===== src/rtl/s386_bist_pkg.sv =====
// s386 BIST shared types and constants.
// Provides state encoding, vector width, LFSR taps and counter width.
package s386_bist_pkg;

  localparam int W     = 7;
  localparam int CNT_W = 10;

  // x^7 + x^6 + 1 feedback taps
  localparam int LFSR_TAP_HI = W - 1;
  localparam int LFSR_TAP_LO = W - 2;

  typedef enum logic [2:0] {
    ST_IDLE,
    ST_FLUSH,
    ST_RUN,
    ST_COMPARE,
    ST_DONE
  } state_t;

  typedef enum logic {
    MODE_GEN,
    MODE_CMP
  } lm_mode_t;

endpackage


===== src/rtl/s386_bist_ctrl_if.sv =====
// s386 BIST bus: test-manager handshake plus core stimulus/response.
// slave = BIST controller side, master = harness/test-manager side.
interface s386_bist_ctrl_if;
  import s386_bist_pkg::*;

  logic             start;
  logic [W-1:0]     golden_sig;
  logic [W-1:0]     core_out;
  logic [W-1:0]     core_in;
  logic             busy;
  logic             done;
  logic             pass;
  logic [W-1:0]     signature;
  logic [CNT_W-1:0] pat_cnt;

  modport master (
    output start, golden_sig, core_out,
    input  core_in, busy, done, pass,
    input  signature, pat_cnt
  );

  modport slave (
    input  start, golden_sig, core_out,
    output core_in, busy, done, pass,
    output signature, pat_cnt
  );

endinterface


===== src/rtl/s386_bist_ctrl_lfsr_misr.sv =====
// Shift register used as pattern LFSR (MODE_GEN) or response MISR (MODE_CMP).
// Ports: CK/RST, i_load (reseed), i_en (shift), i_mode, i_data, o_q.
module bist_lfsr_misr
  import s386_bist_pkg::*;
#(
  parameter int           W      = 7,
  parameter logic [W-1:0] SEED   = '0,
  parameter int           TAP_HI = W - 1,
  parameter int           TAP_LO = W - 2
) (
  input  logic         CK,
  input  logic         RST,
  input  logic         i_load,
  input  logic         i_en,
  input  lm_mode_t     i_mode,
  input  logic [W-1:0] i_data,
  output logic [W-1:0] o_q
);

  logic [W-1:0] r_q;
  logic [W-1:0] w_next;
  logic [W-1:0] w_inj;

  assign w_inj  = (i_mode == MODE_CMP) ? i_data : '0;
  assign w_next = {r_q[W-2:0], r_q[TAP_HI] ^ r_q[TAP_LO]} ^ w_inj;

  always_ff @(posedge CK) begin
    if (RST)         r_q <= SEED;
    else if (i_load) r_q <= SEED;
    else if (i_en)   r_q <= w_next;
  end

  assign o_q = r_q;

endmodule


===== src/rtl/s386_bist_ctrl.sv =====
// BIST sequencer for the s386 core: LFSR stimulus, MISR compaction, golden compare.
// Ports: CK, RST (sync, active-high), bus (slave side of s386_bist_ctrl_if).
module s386_bist_ctrl
  import s386_bist_pkg::*;
#(
  parameter int unsigned  NUM_PATTERNS = 100,
  parameter int unsigned  FLUSH_CYCLES = 8,
  parameter logic [W-1:0] LFSR_SEED    = 7'h01,
  parameter logic [W-1:0] MISR_SEED    = 7'h00
) (
  input  logic             CK,
  input  logic             RST,
  s386_bist_ctrl_if.slave  bus
);

  localparam logic [CNT_W-1:0] PAT_LAST =
    CNT_W'(NUM_PATTERNS - 1);
  localparam logic [3:0] FL_LAST =
    4'((FLUSH_CYCLES == 0) ? 0 : FLUSH_CYCLES - 1);

  state_t           r_state;
  state_t           w_next_state;
  logic [3:0]       r_flush_cnt;
  logic [CNT_W-1:0] r_pat_cnt;
  logic             r_pass;
  logic             w_start;
  logic             w_run;
  logic [W-1:0]     w_lfsr;
  logic [W-1:0]     w_misr;

  assign w_start = (r_state == ST_IDLE) && bus.start;
  assign w_run   = (r_state == ST_RUN);

  always_ff @(posedge CK) begin
    if (RST) r_state <= ST_IDLE;
    else     r_state <= w_next_state;
  end

  always_comb begin
    w_next_state = r_state;
    unique case (r_state)
      ST_IDLE:
        if (bus.start)
          w_next_state = (FLUSH_CYCLES == 0) ? ST_RUN : ST_FLUSH;
      ST_FLUSH:
        if (r_flush_cnt == FL_LAST) w_next_state = ST_RUN;
      ST_RUN:
        if (r_pat_cnt == PAT_LAST) w_next_state = ST_COMPARE;
      ST_COMPARE: w_next_state = ST_DONE;
      ST_DONE:    w_next_state = ST_IDLE;
      default:    w_next_state = ST_IDLE;
    endcase
  end

  always_comb begin
    bus.core_in = '0;
    bus.busy    = 1'b0;
    bus.done    = 1'b0;
    unique case (r_state)
      ST_FLUSH:   bus.busy = 1'b1;
      ST_RUN: begin
        bus.busy    = 1'b1;
        bus.core_in = w_lfsr;
      end
      ST_COMPARE: bus.busy = 1'b1;
      ST_DONE:    bus.done = 1'b1;
      default:    ;
    endcase
  end

  always_ff @(posedge CK) begin
    if (RST) begin
      r_flush_cnt <= '0;
      r_pat_cnt   <= '0;
      r_pass      <= 1'b0;
    end else begin
      if (w_start) begin
        r_flush_cnt <= '0;
        r_pat_cnt   <= '0;
        r_pass      <= 1'b0;
      end
      if (r_state == ST_FLUSH)
        r_flush_cnt <= r_flush_cnt + 4'd1;
      if (w_run)
        r_pat_cnt <= r_pat_cnt + 1'b1;
      if (r_state == ST_COMPARE)
        r_pass <= (w_misr == bus.golden_sig);
    end
  end

  bist_lfsr_misr #(
    .W(W), .SEED(LFSR_SEED),
    .TAP_HI(LFSR_TAP_HI), .TAP_LO(LFSR_TAP_LO)
  ) u_lfsr (
    .CK(CK), .RST(RST),
    .i_load(w_start), .i_en(w_run),
    .i_mode(MODE_GEN), .i_data('0),
    .o_q(w_lfsr)
  );

  // core_out is sampled in the same RUN cycle its stimulus is applied
  bist_lfsr_misr #(
    .W(W), .SEED(MISR_SEED),
    .TAP_HI(LFSR_TAP_HI), .TAP_LO(LFSR_TAP_LO)
  ) u_misr (
    .CK(CK), .RST(RST),
    .i_load(w_start), .i_en(w_run),
    .i_mode(MODE_CMP), .i_data(bus.core_out),
    .o_q(w_misr)
  );

  assign bus.signature = w_misr;
  assign bus.pat_cnt   = r_pat_cnt;
  assign bus.pass      = r_pass;

endmodule


===== src/flat_wrapper.sv =====
// flat-port wrapper written by rule: the top's interface ports become plain ports
module s386_bist_ctrl_flat import s386_bist_pkg::*;
#(
  parameter int unsigned  NUM_PATTERNS = 100,
  parameter int unsigned  FLUSH_CYCLES = 8,
  parameter logic [W-1:0] LFSR_SEED    = 7'h01,
  parameter logic [W-1:0] MISR_SEED    = 7'h00
)
  (CK, RST, bus_start, bus_golden_sig, bus_core_out, bus_core_in, bus_busy, bus_done, bus_pass, bus_signature, bus_pat_cnt);
  s386_bist_ctrl_if bus_i ();
  input  logic CK;
  input  logic RST;
  input wire logic [$bits(bus_i.start)-1:0] bus_start;
  input wire logic [$bits(bus_i.golden_sig)-1:0] bus_golden_sig;
  input wire logic [$bits(bus_i.core_out)-1:0] bus_core_out;
  output wire logic [$bits(bus_i.core_in)-1:0] bus_core_in;
  output wire logic [$bits(bus_i.busy)-1:0] bus_busy;
  output wire logic [$bits(bus_i.done)-1:0] bus_done;
  output wire logic [$bits(bus_i.pass)-1:0] bus_pass;
  output wire logic [$bits(bus_i.signature)-1:0] bus_signature;
  output wire logic [$bits(bus_i.pat_cnt)-1:0] bus_pat_cnt;
  assign bus_i.start = bus_start;
  assign bus_i.golden_sig = bus_golden_sig;
  assign bus_i.core_out = bus_core_out;
  assign bus_core_in = bus_i.core_in;
  assign bus_busy = bus_i.busy;
  assign bus_done = bus_i.done;
  assign bus_pass = bus_i.pass;
  assign bus_signature = bus_i.signature;
  assign bus_pat_cnt = bus_i.pat_cnt;
  s386_bist_ctrl #(.NUM_PATTERNS(NUM_PATTERNS), .FLUSH_CYCLES(FLUSH_CYCLES), .LFSR_SEED(LFSR_SEED), .MISR_SEED(MISR_SEED)) u_core (.CK(CK), .RST(RST), .bus(bus_i));
endmodule

===== config.mk =====
export PLATFORM = sky130hd
export DESIGN_NAME = s386_bist_ctrl_flat
export DESIGN_NICKNAME = d
export VERILOG_FILES = /design/src/rtl/s386_bist_pkg.sv /design/src/rtl/s386_bist_ctrl_if.sv /design/src/rtl/s386_bist_ctrl_lfsr_misr.sv /design/src/rtl/s386_bist_ctrl.sv /design/src/flat_wrapper.sv
export SDC_FILE = /design/constraint.sdc
export NUM_CORES = 1
export LEC_CHECK = 0
export CORE_MARGIN = 1
export CORE_UTILIZATION = 25
export DETAILED_ROUTE_END_ITERATION = 8
export PLACE_DENSITY = 0.5
export SLEW_MARGIN = 10
export SYNTH_ARGS = -nofsm -noshare
export SYNTH_HDL_FRONTEND = slang
export SYNTH_HIERARCHICAL = 1
export SYNTH_SLANG_ARGS = --single-unit

===== constraint.sdc =====
create_clock -name CK -period 1.9 [get_ports CK]
set_input_delay 0.19 -clock CK [delete_from_list [all_inputs] [get_ports CK]]
set_output_delay 0.19 -clock CK [all_outputs]
set_load 0.05 [all_outputs]

# Word level (Yosys, flattened, before mapping)
# Index checks and enable logic that the tools add are counted.
[op_classes]
n_bitwise = 3
div_mod_pow = 0
add_sub_neg = 2
reduce_logical = 8
magnitude_cmp = 0
n_eq_ne = 10
n_mul = 0
shifts = 0
muxes = 13
[op_table]
columns = ["op", "count"]
rows = [
  ["2-to-1 mux 10 bit", 2],
  ["one-hot mux 3 bit (4 select lines)", 1],
  ["adder 10 x 1 -> 10 bit (second input constant)", 1],
  ["== test 10 x 7 -> 1 bit (second input constant)", 1],
  ["2-to-1 mux 3 bit", 3],
  ["2-to-1 mux 4 bit", 2],
  ["== test 7 bit", 1],
  ["2-to-1 mux 7 bit", 1],
  ["bitwise XOR 7 bit", 1],
  ["== test 3 x 2 -> 1 bit (second input constant)", 2],
  ["nonzero test 2 bit", 3],
  ["adder 4 x 1 -> 4 bit (second input constant)", 1],
  ["== test 4 x 3 -> 1 bit (second input constant)", 1],
  ["2-to-1 mux 1 bit", 4],
  ["!= test 2 x 1 -> 1 bit (second input constant)", 2],
  ["== test 3 x 1 -> 1 bit (second input constant)", 1],
  ["== test 3 bit (second input constant)", 1],
  ["logical NOT 3 bit", 1],
  ["AND reduction 3 bit", 1],
  ["OR reduction 3 bit", 1],
  ["!= test 2 bit (second input constant)", 1],
  ["OR reduction 2 bit", 1],
  ["bitwise XOR 1 bit", 2],
  ["logical AND 1 bit", 1],
]
[word_totals]
ramBits = 0
rom_bits = 0
register_bits = 32
latch_bits = 0
n_memories = 0
output_inout_bits = 27

# Depth between registers and ports, before layout
# Gate-level depths: netlist of the first run.
[logic_depth]
word_depth = 4
depth_mapped = 6
depth_no_buf = 5

# Modules after synthesis
# The synthesis of the first run kept the hierarchy.
[modules_own_cells]
columns = ["mod", "seq_area_each_um2", "cells_each", "instances", "area_each_um2"]
rows = [
  ["s386_bist_ctrl", 360.3, 124, 1, 1009.7],
  ["bist_lfsr_misr at u_core.u_misr", 140.1, 40, 1, 342.8],
  ["bist_lfsr_misr at u_core.u_lfsr", 140.1, 39, 1, 321.6],
]

# Worst setup path before layout of the first run
# OpenSTA, ideal clock, no wires.
[synth_path]
path_kind = "register to register"
from = "register u_core.r_pat_cnt[0] (netlist: u_core/bus.pat_cnt[0])"
to = "register u_core.r_pat_cnt[8] (netlist: u_core/bus.pat_cnt[8])"
path_stages_with_launch = 7
path_buffers = 1
path_slack_ps = 8
required_time_ps = 1830
arrival_time_ps = 1822
setup_ps = 70
synth_period_minus_slack_ps = 1892
path_cell_list = "dfxtp_1 > ha_1 > and3_1 > buf_1 > nand4_1 > or3_1 > a21oi_1"
[synth_between]
elab_chain_len = 2
[synth_rtl]
columns = ["element", "line", "rtl"]
rows = [
  ["from (decl)", "s386_bist_ctrl.sv:24", "logic [CNT_W-1:0] r_pat_cnt;"],
  ["from (signal assigned)", "s386_bist_ctrl.sv:85", "r_pat_cnt <= r_pat_cnt + 1'b1;"],
  ["adder 10 x 1 -> 10 bit", "s386_bist_ctrl.sv:85", ""],
  ["2-to-1 mux 10 bit", "s386_bist_ctrl.sv:84", "if (w_run)"],
]
# Every way passes these cells.
# A chain may end at the register's enable or synchronous reset.

# Worst setup path in the final report of the first run
[layout_path]
from = "register u_core.r_state[2]"
to = "output port bus_core_in[0]"
[layout_between]
elab_chain_len = 2
[layout_rtl]
columns = ["element", "line", "rtl"]
rows = [
  ["from (decl)", "s386_bist_ctrl.sv:21", "state_t r_state;"],
  ["from (signal assigned)", "s386_bist_ctrl.sv:36", "else r_state <= w_next_state;"],
  ["== test 3 x 2 -> 1 bit", "s386_bist_ctrl.sv:59", "unique case (r_state)"],
  ["2-to-1 mux 7 bit", "s386_bist_ctrl.sv:59", ""],
  ["to (decl)", "flat_wrapper.sv:16", "output wire logic [$bits(bus_i.core_in)-1:0] bus_core_in;"],
]
# Every way passes these cells.

==> results.sh, run 1 <==
export IMPL_synth_edf_count=0
export IMPL_powerDensity_mw_per_mm2=1010
export IMPL_vias_per_cell=4.49
export IMPL_switching_power_uw=1020
export IMPL_grt_ovfl_total=0
export IMPL_setup_violations_final=0
export IMPL_nFillCells=648
export IMPL_vias=1568
export IMPL_route_detailed_wl_per_inst_um=11.6
export IMPL_gp_congestion=0.750
export IMPL_rsz0062_at_grt="yes"
export IMPL_diodes=0
export IMPL_max_freq_mhz=538
export IMPL_clock_power_share_pct=19.6
export IMPL_cp_required_ps=1710
export IMPL_synth_cells=203
export IMPL_root_buffer="clkbuf_8"
export IMPL_clkSlewWorstSetupHoldPaths_ps=60
export IMPL_fin_crit_sh_pct=97.9
export IMPL_die_w_um=83.8
export IMPL_critical_path_arrival_ps=1670
export IMPL_drtPass1Iterations=6
export IMPL_maxCapViolCount=0
export IMPL_io_buffers=43
export IMPL_design_area_mm2=0.00247
export IMPL_postSynthAreaPerCell_um2=8.25
export IMPL_use_met2_pct=17.8
export IMPL_setup_worst_path_end_class="output pin"
export IMPL_cts_setup_buffers=0
export IMPL_critPathMaxStageDelay_ps=440
export IMPL_yosys_warnings=6
export IMPL_violations="DRC"
export IMPL_hold_violations=0
export IMPL_yosysSeqAreaShare_pct=38.3
export IMPL_path_max_fanout=9
export IMPL_tightestPinTransition_ps=517
export IMPL_ys_ff_latch=32
export IMPL_cts_sinks=32
export IMPL_drive_gt1_share_pct=14.0
export IMPL_htree_levels=2
export IMPL_layout_common_cells="clkdlybuf4s50_1 (33), dfxtp_1 (30), nor2_1 (23)"
export IMPL_ant_nets=0
export IMPL_syn_cell_area_mm2=0.00167
export IMPL_gr_max_usage_layer="met2"
export IMPL_place_inst=342
export IMPL_min_delay_path_class="reg -> reg"
export IMPL_met1_usage_pct=16.5
export IMPL_insertion_delay_ps=280
export IMPL_grtUsageTotal_pct=12.4
export IMPL_cts_made_buffers=5
export IMPL_crit_path_top_delay_cell="or3b_4"
export IMPL_slew_limit_headroom_pct=65.4
export IMPL_fin_skew_ps=1.33
export IMPL_rows=29
export IMPL_nets=291
export IMPL_cts_buffer_depth=2
export IMPL_switching_share_pct=40.6
export IMPL_pwr_share_seq_pct=35.9
export IMPL_final_common_cell="clkdlybuf4s50_1"
export IMPL_combPwrFrac_pct=44.6
export IMPL_start_util_pct=26.1
export IMPL_cts_tree="done"
export IMPL_p_leak_uw=0.000970
export IMPL_drc=8
export IMPL_drt_initial_drc_count=51
export IMPL_outcome="finished with violations"
export IMPL_slew_viol_final=0
export IMPL_grt_pass1_vias=1418
export IMPL_dieArea_mm2=0.00703
export IMPL_wirelength_um=4070
export IMPL_regToRegSetupSlack_ps=290
export IMPL_crit_chain="or3b_4 > inv_8 > buf_4 > and2_1 > buf_12"
export IMPL_post_dp_hpwl_um=2960
export IMPL_fp_dieH_um=83.8
export IMPL_antenna_found_initial=0
export IMPL_ir_drop_mv=0.362
export IMPL_syn2layout_area_growth_pct=47.8
export IMPL_synth_cell_types=45
export IMPL_p_int_uw=1490
export IMPL_crit_type="reg -> out"
export IMPL_ys_flop_type="dfxtp_1"
export IMPL_grt_pass1_wl_um=6790
export IMPL_grt_max_degree=18
export IMPL_io_pins=44
export IMPL_instances_no_fill=349
export IMPL_cp_start_kind="register"
export IMPL_grtUsageMet3_pct=4.65
export IMPL_core_mm2=0.00642
export IMPL_fin_crit_ps=1860
export IMPL_placed_cell_area_mm2=0.00237
export IMPL_synthArstFlopShare_pct=0
==> final cells by class <==
class | count | area, um2 | share of cell area [%]
timing repair buffer | 51 | 566 | 22.9
clock buffer | 6 | 72.6 | 2.93
clock inverter | 1 | 5.00 | 0.202
tap | 77 | 96.3 | 3.89
sequential | 32 | 646 | 26.1
inverter | 3 | 18.8 | 0.759
multi-input combinational | 179 | 1070 | 43.2
==> repair_timing <==
item                                    CTS  global route
endpoints found under the setup margin    6             6
hold buffers                              0             0
cloned                                    0             0
gates resized for setup                   4             6
endpoints found under the hold margin     0             0
==> worst max-delay path, delay by kind of cell (launching register included) <==
kind | cells | cell delay [ps]
buf+inv | 3 | 410
flops | 1 | 350
simple gates | 2 | 630
==> power groups by stage <==
| stage | registers [uW] | clock network [uW] | logic [uW] |
|---|---|---|---|
| floorplan | 998 | 0 | 609 |
| global placement | 906 | 0 | 1100 |
| detailed placement | 906 | 0 | 1100 |
| CTS | 895 | 516 | 1120 |
| global route | 917 | 538 | 1230 |
| finish | 900 | 491 | 1120 |
==> registers in the layout, summed over array words and instances (netlist names) <==
signal              flops
u_core/bus.pat_cnt     10
u_core/u_lfsr/o_q       7
u_core/u_misr/o_q       7
u_core/r_flush_cnt      4
u_core/r_state          3
u_core/bus.pass         1
==> per-layer routing <==
metal	share of wire, %	vias up
met1	50	692
met3	6.0	6
met2	42	41
li1	-	829
met4	1.5	0
met5	0	-
==> synth_stat cells (all sizes together) (4+ instances only) <==
cell type / number / area share [%]
dfxtp: 32 / 38
xor2: 18 / 9.4
clkbuf: 4 / 0.90
a21oi: 18 / 5.4
and2: 10 / 3.7
a211oi: 7 / 3.1
nand3b: 5 / 2.2
buf: 5 / 1.4
nand2: 15 / 3.4
xnor2: 4 / 2.1
nand3: 5 / 1.8
o21ai: 16 / 4.8
nor2: 23 / 5.2
==> through the flow <==
step           hold WS, ps  worst slack [ps]  setup TNS [ps]  total power (uW)  util (%)
5_1_grt                508             -36.6           -71.1              2680      38.5
2_1_floorplan          376              7.69               0              1610         -
4_1_cts                469             -3.22           -4.06              2530      38.3
3_5_place_dp           457              45.9               0              2000      36.9
3_3_place_gp           457              77.8               0              2000      36.9
6_report               463              40.4               0              2510      38.5
==> worst paths after layout <==
| kind | end | depth (start not counted) | from |
|---|---|---|---|
| worst max-delay path | bus_core_in[0] | 5 | u_core/r_state[2] |
| worst min-delay path | u_core/r_flush_cnt[3] | 1 | u_core/r_flush_cnt[3] |
| worst max register to register | u_core/bus.pat_cnt[9] | 5 | u_core/r_state[2] |
| worst min register to register | u_core/r_flush_cnt[3] | 1 | u_core/r_flush_cnt[3] |
==> cell families (layout without fill, tap and decap cells) <==
kind of cell | Yosys count | after routing | synth area share (%)
flip-flops | 32 | 32 | 38.3
multiplexers | 3 | 3 | 1.87
other | 2 | 22 | 0.449
buffers and inverters | 12 | 61 | 3.06
AO/OA/AOI/OAI | 51 | 51 | 17.8
XOR/XNOR | 22 | 22 | 11.5
AND/OR/NAND/NOR | 79 | 79 | 25.6
adder cells (fa/ha/maj) | 2 | 2 | 1.49
No activity file was read; power rests on OpenSTA's default activity.
==> run 2, diff against run 1 <==
--- a/config.mk
+++ b/config.mk
@@ -8,6 +8,8 @@
 export CORE_MARGIN = 1
 export CORE_UTILIZATION = 25
 export DETAILED_ROUTE_END_ITERATION = 8
+export HOLD_SLACK_MARGIN = 0.05
+export MAX_ROUTING_LAYER = met4
 export PLACE_DENSITY = 0.5
 export SLEW_MARGIN = 10
 export SYNTH_ARGS = -nofsm -noshare
==> results.sh, run 2 (synthesis results as in run 1) <==
export IMPL_grt_pass1_wl_um=6800
export IMPL_cts_made_buffers=5
export IMPL_vias=1574
export IMPL_critical_path_arrival_ps=1670
export IMPL_crit_type="reg -> out"
export IMPL_drt_initial_drc_count=57
export IMPL_setup_worst_path_end_class="output pin"
export IMPL_worst_path_buf_inv=3
export IMPL_p_int_uw=1490
export IMPL_post_dp_hpwl_um=2960
export IMPL_pwr_share_seq_pct=35.8
export IMPL_slew_viol_final=0
export IMPL_layout_setup_ws_ps=40.5
export IMPL_cp_top_family="simple AND/OR/NAND/NOR gates"
export IMPL_fp_dieH_um=83.8
export IMPL_powerDensity_mw_per_mm2=1010
export IMPL_io_buffers=43
export IMPL_diodes=0
export IMPL_route_detailed_wl_per_inst_um=11.7
export IMPL_nets=291
export IMPL_final_common_cell="clkdlybuf4s50_1"
export IMPL_dpl_worst_slack_ps=45.9
export IMPL_root_buffer="clkbuf_8"
export IMPL_wirelength_um=4100
export IMPL_die_w_um=83.8
export IMPL_htree_levels=2
export IMPL_switching_power_uw=1020
export IMPL_syn2layout_area_growth_pct=47.8
export IMPL_grt_pass1_vias=1418
export IMPL_fin_crit_ps=1860
export IMPL_fin_skew_ps=1.61
export IMPL_setup_violations_final=0
export IMPL_io_pins=44
export IMPL_violations="DRC"
export IMPL_grtUsageTotal_pct=12.8
export IMPL_cts_buffer_depth=2
export IMPL_path_max_fanout=9
export IMPL_p_leak_uw=0.000970
export IMPL_drtPass1Iterations=6
export IMPL_cts_setup_buffers=0
export IMPL_hold_buffers=0
export IMPL_grt_ovfl_total=0
export IMPL_cts_sinks=32
export IMPL_largest_reg_flops=10
export IMPL_antenna_found_initial=0
export IMPL_cp_required_ps=1710
export IMPL_cp_start_kind="register"
export IMPL_design_area_mm2=0.00247
export IMPL_crit_chain="or3b_4 > inv_8 > buf_4 > and2_1 > buf_12"
export IMPL_clock_power_share_pct=19.5
export IMPL_core_mm2=0.00642
export IMPL_fin_util_pct=38.5
export IMPL_combPwrFrac_pct=44.6
export IMPL_crit_path_top_delay_cell="or3b_4"
export IMPL_outcome="finished with violations"
export IMPL_clkSlewWorstSetupHoldPaths_ps=60
export IMPL_layout_common_cells="clkdlybuf4s50_1 (33), dfxtp_1 (30), nor2_1 (23)"
export IMPL_dieArea_mm2=0.00703
export IMPL_start_util_pct=26.1
export IMPL_nFillCells=648
export IMPL_tightestPinTransition_ps=517
export IMPL_min_delay_path_class="reg -> reg"
export IMPL_maxCapViolCount=0
export IMPL_hold_violations=0
export IMPL_grt_max_degree=18
export IMPL_ir_drop_mv=0.362
export IMPL_insertion_delay_ps=280
export IMPL_fin_crit_sh_pct=97.9
export IMPL_vias_per_cell=4.51
export IMPL_rsz0062_at_grt="yes"
export IMPL_ant_nets=0
export IMPL_drc=8
export IMPL_critPathMaxStageDelay_ps=440
export IMPL_placed_cell_area_mm2=0.00237
export IMPL_drive_gt1_share_pct=14.0
export IMPL_max_freq_mhz=538
export IMPL_cts_tree="done"
export IMPL_switching_share_pct=40.6
export IMPL_slew_limit_headroom_pct=65.4
export IMPL_rows=29
export IMPL_gp_congestion=0.760
run 2: path summary, 6_finish.rpt:
kind,from,endpoint,cells past startpoint,slack [ps]
setup / recovery,u_core/r_state[2],bus_core_in[0],5,40
hold / removal,u_core/r_flush_cnt[3],u_core/r_flush_cnt[3],1,460
setup reg to reg,u_core/r_state[2],u_core/bus.pat_cnt[9],5,290
hold reg to reg,u_core/r_flush_cnt[3],u_core/r_flush_cnt[3],1,460
run 2: worst reg2reg max path: stages, from the launching register on:
cell and delay, ps:
dfxtp_2 350, or3b_4 440, inv_8 110, nand3_2 100, or4_1 480, o21ai_0 70
run 2: power groups by stage:
stage / combinational, uW / sequential [uW] / clock (uW)
2_1_floorplan: 609 / 998 / 0
3_3_place_gp: 1100 / 906 / 0
3_5_place_dp: 1100 / 906 / 0
4_1_cts: 1120 / 895 / 516
5_1_grt: 1230 / 917 / 538
6_report: 1120 / 899 / 490
run 2: what timing repair did:
| item | in CTS | in global routing |
|---|---|---|
| resized for setup | 4 | 6 |
| endpoints found under the setup margin | 6 | 6 |
| hold endpoints to repair | 0 | 0 |
run 2: layout make-up:
type / instances / area [um2] / area share, %
multi-input combinational: 179 / 1070 / 43.2
clock buffer: 6 / 72.6 / 2.93
inverter: 3 / 18.8 / 0.759
timing repair buffer: 51 / 566 / 22.9
clock inverter: 1 / 5.00 / 0.202
sequential: 32 / 646 / 26.1
tap: 77 / 96.3 / 3.89
run 2: through the flow:
stage	total power (uW)	TNS, ps	instances	hold WS (ps)
2_1_floorplan	1610	0	223	376
3_3_place_gp	2000	0	342	457
3_5_place_dp	2000	0	342	457
4_1_cts	2530	-4.06	349	469
5_1_grt	2680	-71.1	349	508
6_report	2510	0	349	463
run 2: layer usage:
| metal | track usage [%] | part of all wire, % | up-vias | wire length (um) |
|---|---|---|---|---|
| met1 | 16.7 | 51 | 703 | 2090 |
| li1 | - | - | 828 | - |
| met4 | 5.17 | 1.4 | 0 | 57 |
| met2 | 17.7 | 42 | 39 | 1740 |
| met5 | - | 0 | - | 0 |
| met3 | 4.55 | 5.3 | 4 | 216 |
==> run 3, diff against run 2 <==
--- a/config.mk
+++ b/config.mk
@@ -11,6 +11,7 @@
 export HOLD_SLACK_MARGIN = 0.05
 export MAX_ROUTING_LAYER = met4
 export PLACE_DENSITY = 0.5
+export SKIP_CTS_REPAIR_TIMING = 1
 export SLEW_MARGIN = 10
 export SYNTH_ARGS = -nofsm -noshare
 export SYNTH_HDL_FRONTEND = slang
==> results.sh, run 3 (synthesis results as in run 1) <==
export IMPL_outcome="finished with violations"
export IMPL_violations="DRC"
export IMPL_ant_nets=0
export IMPL_diodes=0
export IMPL_p_int_uw=1490
export IMPL_grtUsageTotal_pct=12.7
export IMPL_clkSlewWorstSetupHoldPaths_ps=60
export IMPL_route_detailed_wl_per_inst_um=11.7
export IMPL_critPathMaxStageDelay_ps=430
export IMPL_cp_start_kind="register"
export IMPL_wl_met3_um=228
export IMPL_reg2reg_from="u_core/r_state[1]"
export IMPL_rr_worst_depth=5
export IMPL_die_w_um=83.8
export IMPL_root_buffer="clkbuf_8"
export IMPL_io_pins=44
export IMPL_antenna_found_initial=0
export IMPL_tightestPinTransition_ps=517
export IMPL_layout_common_cells="clkdlybuf4s50_1 (33), dfxtp_1 (30), nor2_1 (23)"
export IMPL_cts_buffer_depth=2
export IMPL_placed_cell_area_mm2=0.00237
export IMPL_htree_levels=2
export IMPL_core_mm2=0.00642
export IMPL_syn2layout_area_growth_pct=47.6
export IMPL_cts_made_buffers=5
export IMPL_rsz0062_at_grt="yes"
export IMPL_critical_path_arrival_ps=1680
export IMPL_grt_pass1_wl_um=6770
export IMPL_min_from="u_core/r_flush_cnt[3]"
export IMPL_design_area_mm2=0.00247
export IMPL_grt_ovfl_total=0
export IMPL_nets=291
export IMPL_vias_per_cell=4.49
export IMPL_grt_pass1_vias=1411
export IMPL_setup_worst_path_end_class="output pin"
export IMPL_reg2reg_to="u_core/bus.pat_cnt[9]"
export IMPL_drc=8
export IMPL_final_common_cell="clkdlybuf4s50_1"
export IMPL_drt_initial_drc_count=57
export IMPL_pwr_share_seq_pct=35.8
export IMPL_slew_limit_headroom_pct=65.4
export IMPL_fin_skew_ps=1.62
export IMPL_cp_required_ps=1710
export IMPL_crit_path_top_delay_cell="or3b_4"
export IMPL_path_max_fanout=9
export IMPL_fin_crit_ps=1870
export IMPL_dr_max_layer_used="met4"
export IMPL_powerDensity_mw_per_mm2=1010
export IMPL_post_dp_hpwl_um=2960
export IMPL_rows=29
export IMPL_maxCapViolCount=0
export IMPL_wirelength_um=4080
export IMPL_p_leak_uw=0.000969
export IMPL_dieArea_mm2=0.00703
export IMPL_switching_power_uw=1020
export IMPL_drive_gt1_share_pct=14.0
export IMPL_wl_met2_um=1720
export IMPL_fp_dieH_um=83.8
export IMPL_hold_violations=0
export IMPL_fin_crit_sh_pct=98.4
export IMPL_start_util_pct=26.1
export IMPL_setup_violations_final=0
export IMPL_slew_viol_final=0
export IMPL_grt_max_degree=18
export IMPL_vias=1568
export IMPL_io_buffers=43
export IMPL_largest_reg_flops=10
export IMPL_cts_sinks=32
export IMPL_cts_tree="done"
export IMPL_gp_congestion=0.760
export IMPL_regToRegSetupSlack_ps=280
export IMPL_combPwrFrac_pct=44.7
export IMPL_hold_end="u_core/r_flush_cnt[3]"
export IMPL_min_delay_path_class="reg -> reg"
export IMPL_insertion_delay_ps=280
export IMPL_crit_chain="or3b_4 > inv_8 > buf_4 > and2_1 > buf_12"
export IMPL_hold_depth=1
export IMPL_drtPass1Iterations=6
export IMPL_max_freq_mhz=535
export IMPL_clock_power_share_pct=19.6
export IMPL_ir_drop_mv=0.362
export IMPL_worst_hold_slack_ps=463
export IMPL_m1WireLength_um=2070
export IMPL_crit_type="reg -> out"
export IMPL_switching_share_pct=40.7
-- run 3: cell counts in the layout (fill, tap and decap cells not counted) --
Identical to the previous run, type by type.
-- run 3: how the worst max path moves through the flow --
stage / start / to / slack (ps)
after global routing: u_core/r_state[1] / bus_core_in[1] / -50
final: u_core/r_state[1] / bus_core_in[0] / 30
after global placement: bus_start / u_core/r_state[0] / 80
after CTS: u_core/r_state[1] / bus_core_in[5] / -100
after floorplan: u_core/bus.pat_cnt[0] / u_core/bus.pat_cnt[8] / 8
after detailed placement: bus_start / u_core/r_state[0] / 50
-- run 3: critical path: cells and delay by family, from the launching register on --
family	cells	cell delay [ps]
buffers and inverters	3	410
flip-flops	1	370
AND/OR/NAND/NOR	2	620
-- run 3: area by class of cell --
cell class | instances | area [um2]
Fill cell | 649 | 3950
Multi-Input combinational cell | 179 | 1070
Sequential cell | 32 | 643
Timing Repair Buffer | 51 | 566
Tap cell | 77 | 96.3
Clock buffer | 6 | 72.6
Inverter | 3 | 18.8
Clock inverter | 1 | 5.00
-- run 3: power by group through the flow --
| stage | logic (uW) | registers [uW] | clock network (uW) |
|---|---|---|---|
| finish | 1120 | 896 | 490 |
| global route | 1230 | 914 | 538 |
| CTS | 1100 | 891 | 516 |
| detailed placement | 1100 | 906 | 0 |
| global placement | 1100 | 906 | 0 |
| floorplan | 609 | 998 | 0 |
-- run 3: metal layers --
layer  GRT usage, %  vias up
met3           4.55        4
met2           17.6       42
met5              -        -
met4           5.17        0
li1               -      829
met1           16.7      693
-- run 3: stage by stage --
stage	total power, uW	std cells	utilization (%)	setup WS [ps]	TNS (ps)
after floorplan	1610	223	-	7.69	0
after global routing	2680	349	38.5	-49.6	-97.3
final	2500	349	38.5	30.1	0
after global placement	2000	342	36.9	77.8	0
after detailed placement	2000	342	36.9	45.9	0
after CTS	2510	349	38.1	-103	-545
